$ cat src/rtl/mfp_als_light_filter.sv
// mfp_als_light_filter: ambient-light post-processing for the PMOD ALS receiver.
// Samples raw[12:5] every 2^PERIOD_LOG2 clocks, boxcar-averages 2^AVG_LOG2
// samples, and drives a hysteresis bright/dark flag with a sticky interrupt.
// Optional build macro MFP_ALS_FILTER_MINMAX_EN adds min/max tracking of avg.
module mfp_als_light_filter #(
    parameter int unsigned PERIOD_LOG2 = 22,
    parameter int unsigned AVG_LOG2    = 3
) (
    input  logic        clock,
    input  logic        reset_n,
    input  logic [15:0] raw,
    input  logic [7:0]  thr_high,
    input  logic [7:0]  thr_low,
    input  logic        irq_ack,
`ifdef MFP_ALS_FILTER_MINMAX_EN
    input  logic        minmax_clear,
    output logic [7:0]  avg_min,
    output logic [7:0]  avg_max,
`endif
    output logic [7:0]  avg,
    output logic        avg_valid,
    output logic        bright,
    output logic        irq
);

    localparam int unsigned DEPTH = 1 << AVG_LOG2;
    localparam int unsigned SUM_W = 8 + AVG_LOG2;
    localparam logic [AVG_LOG2:0] FILL_FULL = (AVG_LOG2 + 1)'(DEPTH);

    typedef enum logic {
        DARK   = 1'b0,
        BRIGHT = 1'b1
    } light_state_t;

    logic [PERIOD_LOG2-1:0] timer;
    logic                   tick;
    logic                   tick_d1;
    logic                   tick_d2;
    logic [7:0]             sample;
    logic [7:0]             ring [DEPTH];
    logic [AVG_LOG2-1:0]    wr_ptr;
    logic [AVG_LOG2:0]      fill;
    logic [SUM_W-1:0]       sum;
    light_state_t           state;
    light_state_t           state_next;

    assign tick   = &timer;
    assign sample = raw[12:5];
    assign bright = (state == BRIGHT);

    // Free-running sample timer; tick fires when it is all ones.
    always_ff @(posedge clock or negedge reset_n) begin
        if (!reset_n) begin
            timer <= '0;
        end else begin
            timer <= timer + 1'b1;
        end
    end

    // Delay tick to sequence the average and hysteresis stages.
    always_ff @(posedge clock or negedge reset_n) begin
        if (!reset_n) begin
            tick_d1 <= 1'b0;
            tick_d2 <= 1'b0;
        end else begin
            tick_d1 <= tick;
            tick_d2 <= tick_d1;
        end
    end

    // Stage T: replace the oldest ring entry and keep sum equal to the ring total.
    always_ff @(posedge clock or negedge reset_n) begin
        if (!reset_n) begin
            for (int unsigned i = 0; i < DEPTH; i++) begin
                ring[i] <= '0;
            end
            sum    <= '0;
            wr_ptr <= '0;
            fill   <= '0;
        end else if (tick) begin
            ring[wr_ptr] <= sample;
            sum          <= sum + SUM_W'(sample) - SUM_W'(ring[wr_ptr]);
            wr_ptr       <= wr_ptr + 1'b1;
            if (fill != FILL_FULL) begin
                fill <= fill + 1'b1;
            end
        end
    end

    // Stage T+1: truncating divide of the window sum; valid once the window is full.
    always_ff @(posedge clock or negedge reset_n) begin
        if (!reset_n) begin
            avg       <= '0;
            avg_valid <= 1'b0;
        end else if (tick_d1) begin
            avg       <= sum[SUM_W-1:AVG_LOG2];
            avg_valid <= (fill == FILL_FULL);
        end
    end

    // Stage T+2: hysteresis, checking only the threshold for the current state.
    always_comb begin
        state_next = state;
        if (tick_d2 && avg_valid) begin
            case (state)
                DARK:    if (avg >= thr_high) state_next = BRIGHT;
                BRIGHT:  if (avg <= thr_low)  state_next = DARK;
                default: state_next = DARK;
            endcase
        end
    end

    // State register and sticky irq; a transition beats a coincident acknowledge.
    always_ff @(posedge clock or negedge reset_n) begin
        if (!reset_n) begin
            state <= DARK;
            irq   <= 1'b0;
        end else begin
            state <= state_next;
            if (state_next != state) begin
                irq <= 1'b1;
            end else if (irq_ack) begin
                irq <= 1'b0;
            end
        end
    end

`ifdef MFP_ALS_FILTER_MINMAX_EN
    logic [7:0] avg_new;
    logic       valid_new;

    assign avg_new   = sum[SUM_W-1:AVG_LOG2];
    assign valid_new = (fill == FILL_FULL);

    // Track extremes of valid averages; a clear during an update seeds both with the new avg.
    always_ff @(posedge clock or negedge reset_n) begin
        if (!reset_n) begin
            avg_min <= '1;
            avg_max <= '0;
        end else if (tick_d1 && valid_new) begin
            if (minmax_clear) begin
                avg_min <= avg_new;
                avg_max <= avg_new;
            end else begin
                if (avg_new < avg_min) avg_min <= avg_new;
                if (avg_new > avg_max) avg_max <= avg_new;
            end
        end else if (minmax_clear) begin
            avg_min <= '1;
            avg_max <= '0;
        end
    end
`endif

endmodule

$ cat config.mk
export PLATFORM = sky130hd
export DESIGN_NAME = mfp_als_light_filter
export DESIGN_NICKNAME = d
export VERILOG_FILES = /design/src/rtl/mfp_als_light_filter.sv
export SDC_FILE = /design/constraint.sdc
export NUM_CORES = 1
export LEC_CHECK = 0
export ABC_AREA = 0
export BUFFER_PORTS_ARGS = -buffer_cell sky130_fd_sc_hd__buf_2
export CAP_MARGIN = 40
export CORE_ASPECT_RATIO = 1.75
export CORE_MARGIN = 1
export CORE_UTILIZATION = 59
export CTS_CLUSTER_DIAMETER = 30
export CTS_CLUSTER_SIZE = 8
export DETAILED_ROUTE_END_ITERATION = 6
export PLACE_DENSITY = 0.85
export RECOVER_POWER = 50
export SYNTH_ARGS = -nofsm -noshare
export SYNTH_HDL_FRONTEND = slang
export SYNTH_SLANG_ARGS = --single-unit
$ cat constraint.sdc
create_clock -name clock -period 4.6 [get_ports clock]
set_input_delay 0.46 -clock clock [delete_from_list [all_inputs] [get_ports clock]]
set_output_delay 0.46 -clock clock [all_outputs]
set_load 0.005 [all_outputs]
[Word-level counts from Yosys, hierarchy flattened]
Cells that the tools add are included.
Word-level totals
  register bits after elaboration: 117
  word-level logic and storage cells: 49
  input port bits: 35
  output and inout bits: 11
Cells by class
  $lt $le $gt $ge: 4
  reductions and logical operators: 5
  bitwise operators: 2
  equality and inequality tests: 3
  add/sub/neg operators: 5
  muxes and demuxes: 12
Operators with widths (count)
  64-bit bitwise mux: 1
  8-bit binary-select mux with 3-bit select: 1
  8-bit demux with 3-bit select: 1
  8-bit 2-to-1 mux: 3
  23-bit AND reduction: 1
  22-bit by 1-bit adder with 22-bit output (second input constant): 1
  22-bit AND reduction: 1
  11-bit by 8-bit adder with 11-bit output: 1
  11-bit by 8-bit subtractor with 11-bit output: 1
  8-bit >= comparator: 1
  8-bit <= comparator: 1
  1-bit 2-to-1 mux: 5
  4-bit by 1-bit adder with 4-bit output (second input constant): 1
  4-bit == test (second input constant): 1
  4-bit >= comparator (second input constant): 1
  4-bit by 1-bit < comparator with 1-bit output (second input constant): 1
  4-bit inequality test (second input constant): 1
  3-bit NOT with 4-bit output: 1
  3-bit by 1-bit adder with 3-bit output (second input constant): 1
  1-bit logical AND: 2
  1-bit case mux with 2 select lines: 1
  2-bit nonzero test: 1
  1-bit inequality test: 1
  1-bit NOT: 1

[Longest topological paths before layout]
  word-level depth: 6
  mapped depth: 14

[Least setup slack after synthesis]
OpenSTA, ideal clock, no wires.
  path type: reg2reg
  start: register wr_ptr[0]
  end: register sum[8]
  clock period less this slack: 4134 ps
  cell stages (with the launch flop): 13
  arrival: 4051 ps
  slack: 466 ps
  path buffers: 2
  data required time: 4517 ps
  cells stage by stage: dfrtp_1 -> clkbuf_1 -> buf_1 -> mux4_2 -> mux2_2 -> fa_1 -> inv_1 -> fa_1 -> a211o_1 -> a221oi_1 -> o21ai_0 -> xnor2_1 -> o21ai_0
Between the ends
  word-level cells in the longest chain between the ends: 5
RTL lines
  start, declared: RTL line 41  | logic [AVG_LOG2-1:0] wr_ptr;
  start signal, assigned: RTL line 83  | wr_ptr <= wr_ptr + 1'b1;
  3-bit NOT with 4-bit output (implied by the code): RTL line 82  | sum <= sum + SUM_W'(sample) - SUM_W'(ring[wr_ptr]);
  8-bit binary-select mux with 3-bit select: RTL line 82
  8-bit 2-to-1 mux (implied by the code) (2 in a row): RTL line 82
  11-bit by 8-bit subtractor with 11-bit output: RTL line 82
  end signal, assigned: RTL line 82
  end, declared: RTL line 43  | logic [SUM_W-1:0] sum;
No other way between the ends. The select of a mux whose other input is x is not followed.
A chain may end at the register's enable or synchronous reset.

[Final worst setup path]
  start: register wr_ptr[0]
  end: register sum[10]
Same word-level chain as after synthesis.

==> impl_metrics.py <==
metrics = {
    "route": {
        "drt-total-wl_um": 12400,
        "detail_route.iter0.violations": 169,
        "detail_route.vias_per_cell": 5.83,
        "wl_per_cell_um": 18.3,
        "drcViolationCount": 0,
        "ant_nets": 0,
        "num_vias": 3971,
        "drt_pass1_iterations": 4,
    },
    "placed_design": {
        "placement.io_buffers": 37,
        "finalWeightedCongestion": 0.897,
        "hpwl_um": 8620,
        "place_worst_setup_slack_ps": 610,
    },
    "setup_path": {
        "worstPathBufferInverterCount": 3,
        "cp_data_arrival_time_ps": 4300,
        "startpoint_to_endpoint_class_of_the_critical_path": "flip-flop to flip-flop",
        "startpoint_type": "flip-flop",
        "worstPathMaxFanout": 10,
        "critical_path_cell_list": "buf_4, buf_4, mux4_2, mux2_2, fa_1, inv_1, ha_1, o211ai_1, o31ai_1, xnor2_1, nand2_1, xnor2_1",
        "worstSetupEndpointType": "flip-flop",
        "worst_ep_required_time_ps": 4900,
        "path_delay_family": "multiplexers",
        "critPathMaxStageDelay_ps": 730,
        "critical-path-slowest-cell": "sky130_fd_sc_hd__dfrtp_1",
        "regToRegSetupSlack_ps": 600,
    },
    "synth": {
        "synth.top_cells.by_count": "sky130_fd_sc_hd__dfrtp_1, sky130_fd_sc_hd__mux2_2, sky130_fd_sc_hd__inv_1, sky130_fd_sc_hd__nand2_1, sky130_fd_sc_hd__ha_1",
        "synth-edff-count": 0,
        "postSynthRegisterBits": 117,
        "syn_inst": 493,
        "postSynth.asyncResetShare_pct": 100,
        "synthesis.area_per_instance_um2": 12.4,
        "synth_top_area_cell": "sky130_fd_sc_hd__dfrtp_1",
        "synthMostInstantiatedCell": "sky130_fd_sc_hd__dfrtp_1",
        "syn_nets": 567,
        "synth_sequential_area_ratio_pct": 48.0,
        "post_synth_main_area_contributors": "sky130_fd_sc_hd__dfrtp_1, sky130_fd_sc_hd__mux2_2, sky130_fd_sc_hd__ha_1, sky130_fd_sc_hd__mux4_2, sky130_fd_sc_hd__xnor2_1",
        "post_synth_instance_area_um2": 6100,
        "synthDistinctLibCells": 46,
        "yosys_warnings": 0,
        "postSynth.topFlopCell": "sky130_fd_sc_hd__dfrtp_1",
        "synth_top_area_share_pct": 48.0,
    },
    "grt": {
        "grt_pass1_vias": 4382,
        "met2_usage_grt_pct": 48.4,
        "grt_first_pass_wirelength_um": 20900,
        "global_route.usage.met3_pct": 6.40,
        "grt_start_max_net_pins": 71,
        "globalRoute.busiestLayer": "met2",
        "gr-usage-met1_pct": 27.0,
        "antenna_violations_before_repair": 0,
        "globalRoute.totalOverflow": 0,
        "grt_util_all_layers_pct": 26.2,
    },
    "clock_network": {
        "clock_tree.buffer_depth": 2,
        "postCtsSetupRepairBufs": 0,
        "cts.clk_slew.worst_paths_ps": 60,
        "clock_tree.root_cell": "sky130_fd_sc_hd__clkbuf_16",
        "hold_buffers": 0,
        "cts_num_sinks": 117,
        "cts_htree_levels": 4,
        "cts_tree": "yes",
        "cts-buffers-inserted": 17,
        "insertion_delay_ps": 420,
        "cts.repair.resized": 0,
    },
    "power_and_ir_drop": {
        "power.total_mw": 2.36,
        "irDropWorstVdd_uv": 308,
        "power-per-cell-area_nw_per_um2": 337,
        "power.leakage_nw": 3.54,
    },
    "timing": {
        "finClkSkew_ps": 9.90,
        "relSlewSlack_pct": -143,
        "tightest_slew_ps": 3640,
        "rsz0062_at_grt": "no",
        "number_of_failing_setup_endpoints_in_the_final_timing_report": 0,
        "fmax_mhz": 250,
        "final_min_period_over_clock_period_pct": 86.9,
        "endpoints_failing_hold": 0,
        "totalNegativeSetupSlack_ps": 0,
        "period_needed_ps": 4000,
        "postLayoutSetupSlackWorst_ps": 603,
        "report.final.slew_viol_count": 71,
    },
    "floorplan": {
        "initial_utilization_pct": 61.2,
        "die_width_um": 78.9,
        "rows": 48,
        "die_height_um": 137,
        "design.die.area_um2": 10800,
        "io_pins": 46,
        "core_region_area_um2": 9970,
    },
    "finish": {
        "fin_nets": 617,
        "share_of_layout_cells_above_drive_strength_1_pct": 30.9,
        "antenna_cells": 0,
        "area_delta_synth_final_pct": 14.7,
    },
    "outcome": {
        "run_status": "finished with violations",
        "violations": "capacitance limit, slew limit",
    },
    "worst_hold_path": {
        "timing.hold.worst.class": "input port to flip-flop",
    },
    "flow_run": {
        "cap_viol_max_count": 1,
    },
}
-- final cells by class --
| class | instances | area (µm²) |
|---|---|---|
| Clock inverter | 11 | 104 |
| Clock buffer | 21 | 460 |
| Multi-Input combinational cell | 309 | 2920 |
| Fill cell | 714 | 2970 |
| Timing Repair Buffer | 44 | 231 |
| Inverter | 54 | 203 |
| Tap cell | 125 | 156 |
| Sequential cell | 117 | 2930 |
-- registers in the layout, indices dropped and copies added (netlist names), 3 cells and up --
| register | cells |
|---|---|
| ring | 64 |
| timer | 22 |
| sum | 11 |
| avg | 8 |
| fill | 4 |
| wr_ptr | 3 |
-- power by group --
part | total [mW] | internal, mW | switching (mW)
registers | 1.03 | 1.03 | 0.000296
logic | 0.0912 | 0.0323 | 0.0589
clock network | 1.24 | 0.769 | 0.467
-- cell usage in the layout (no fill, tap or decap), types with 2 or more instances in the layout --
cell and instances:
sky130_fd_sc_hd__nand2_1 37, sky130_fd_sc_hd__nand4_1 7, sky130_fd_sc_hd__and4_1 2, sky130_fd_sc_hd__nor2_1 14, sky130_fd_sc_hd__mux4_2 16, sky130_fd_sc_hd__o21ai_0 20
sky130_fd_sc_hd__clkbuf_16 17, sky130_fd_sc_hd__nor3_1 3, sky130_fd_sc_hd__ha_1 31, sky130_fd_sc_hd__xor2_1 8, sky130_fd_sc_hd__and3_1 2, sky130_fd_sc_hd__a211o_1 2
sky130_fd_sc_hd__buf_2 32, sky130_fd_sc_hd__clkinv_4 3, sky130_fd_sc_hd__xnor2_1 26, sky130_fd_sc_hd__nand3_1 10, sky130_fd_sc_hd__clkbuf_8 2, sky130_fd_sc_hd__mux2_2 76
sky130_fd_sc_hd__nor3b_4 2, sky130_fd_sc_hd__clkinvlp_4 5, sky130_fd_sc_hd__a21oi_1 11, sky130_fd_sc_hd__clkbuf_1 7, sky130_fd_sc_hd__buf_4 7, sky130_fd_sc_hd__inv_1 53
sky130_fd_sc_hd__fa_1 8, sky130_fd_sc_hd__nor3_4 2, sky130_fd_sc_hd__nand2b_1 5, sky130_fd_sc_hd__a21o_1 7, sky130_fd_sc_hd__o221ai_1 2, sky130_fd_sc_hd__clkinv_2 2
sky130_fd_sc_hd__dfrtp_1 117
-- final timing paths --
path                           start        end  depth (start not counted)
min in group asynchronous    reset_n   ring[17]                          1
hold / removal               raw[12]   ring[15]                          2
setup / recovery           wr_ptr[0]    sum[10]                         12
hold reg to reg            timer[19]  timer[19]                          1
setup reg to reg           wr_ptr[0]    sum[10]                         12
max in group asynchronous    reset_n   ring[23]                          2
-- metrics by stage --
stage	instance area [µm²]	util [%]	std cells	hold WS (ps)
final	7000	70.2	681	376
after global routing	7000	70.2	681	380
after CTS	7010	70.3	681	177
after detailed placement	6450	64.7	649	463
after global placement	6440	64.6	648	454
after floorplan	6100	-	493	164
-- per-layer routing --
metal | wire length (µm) | part of all wire [%] | vias to the layer above
met5 | 0 | 0 | -
met4 | 386 | 3.1 | 0
met3 | 472 | 3.8 | 37
met2 | 7020 | 56 | 101
met1 | 4550 | 37 | 2023
li1 | - | - | 1810
-- cells by family after synthesis --
kind of cell | synth area share [%]
flops | 48.0
simple gates | 8.88
mux | 19.9
buf+inv | 4.16
compound gates | 5.19
fa+ha+maj | 8.98
xor+xnor | 4.88
No activity file was read; power rests on OpenSTA's default activity.
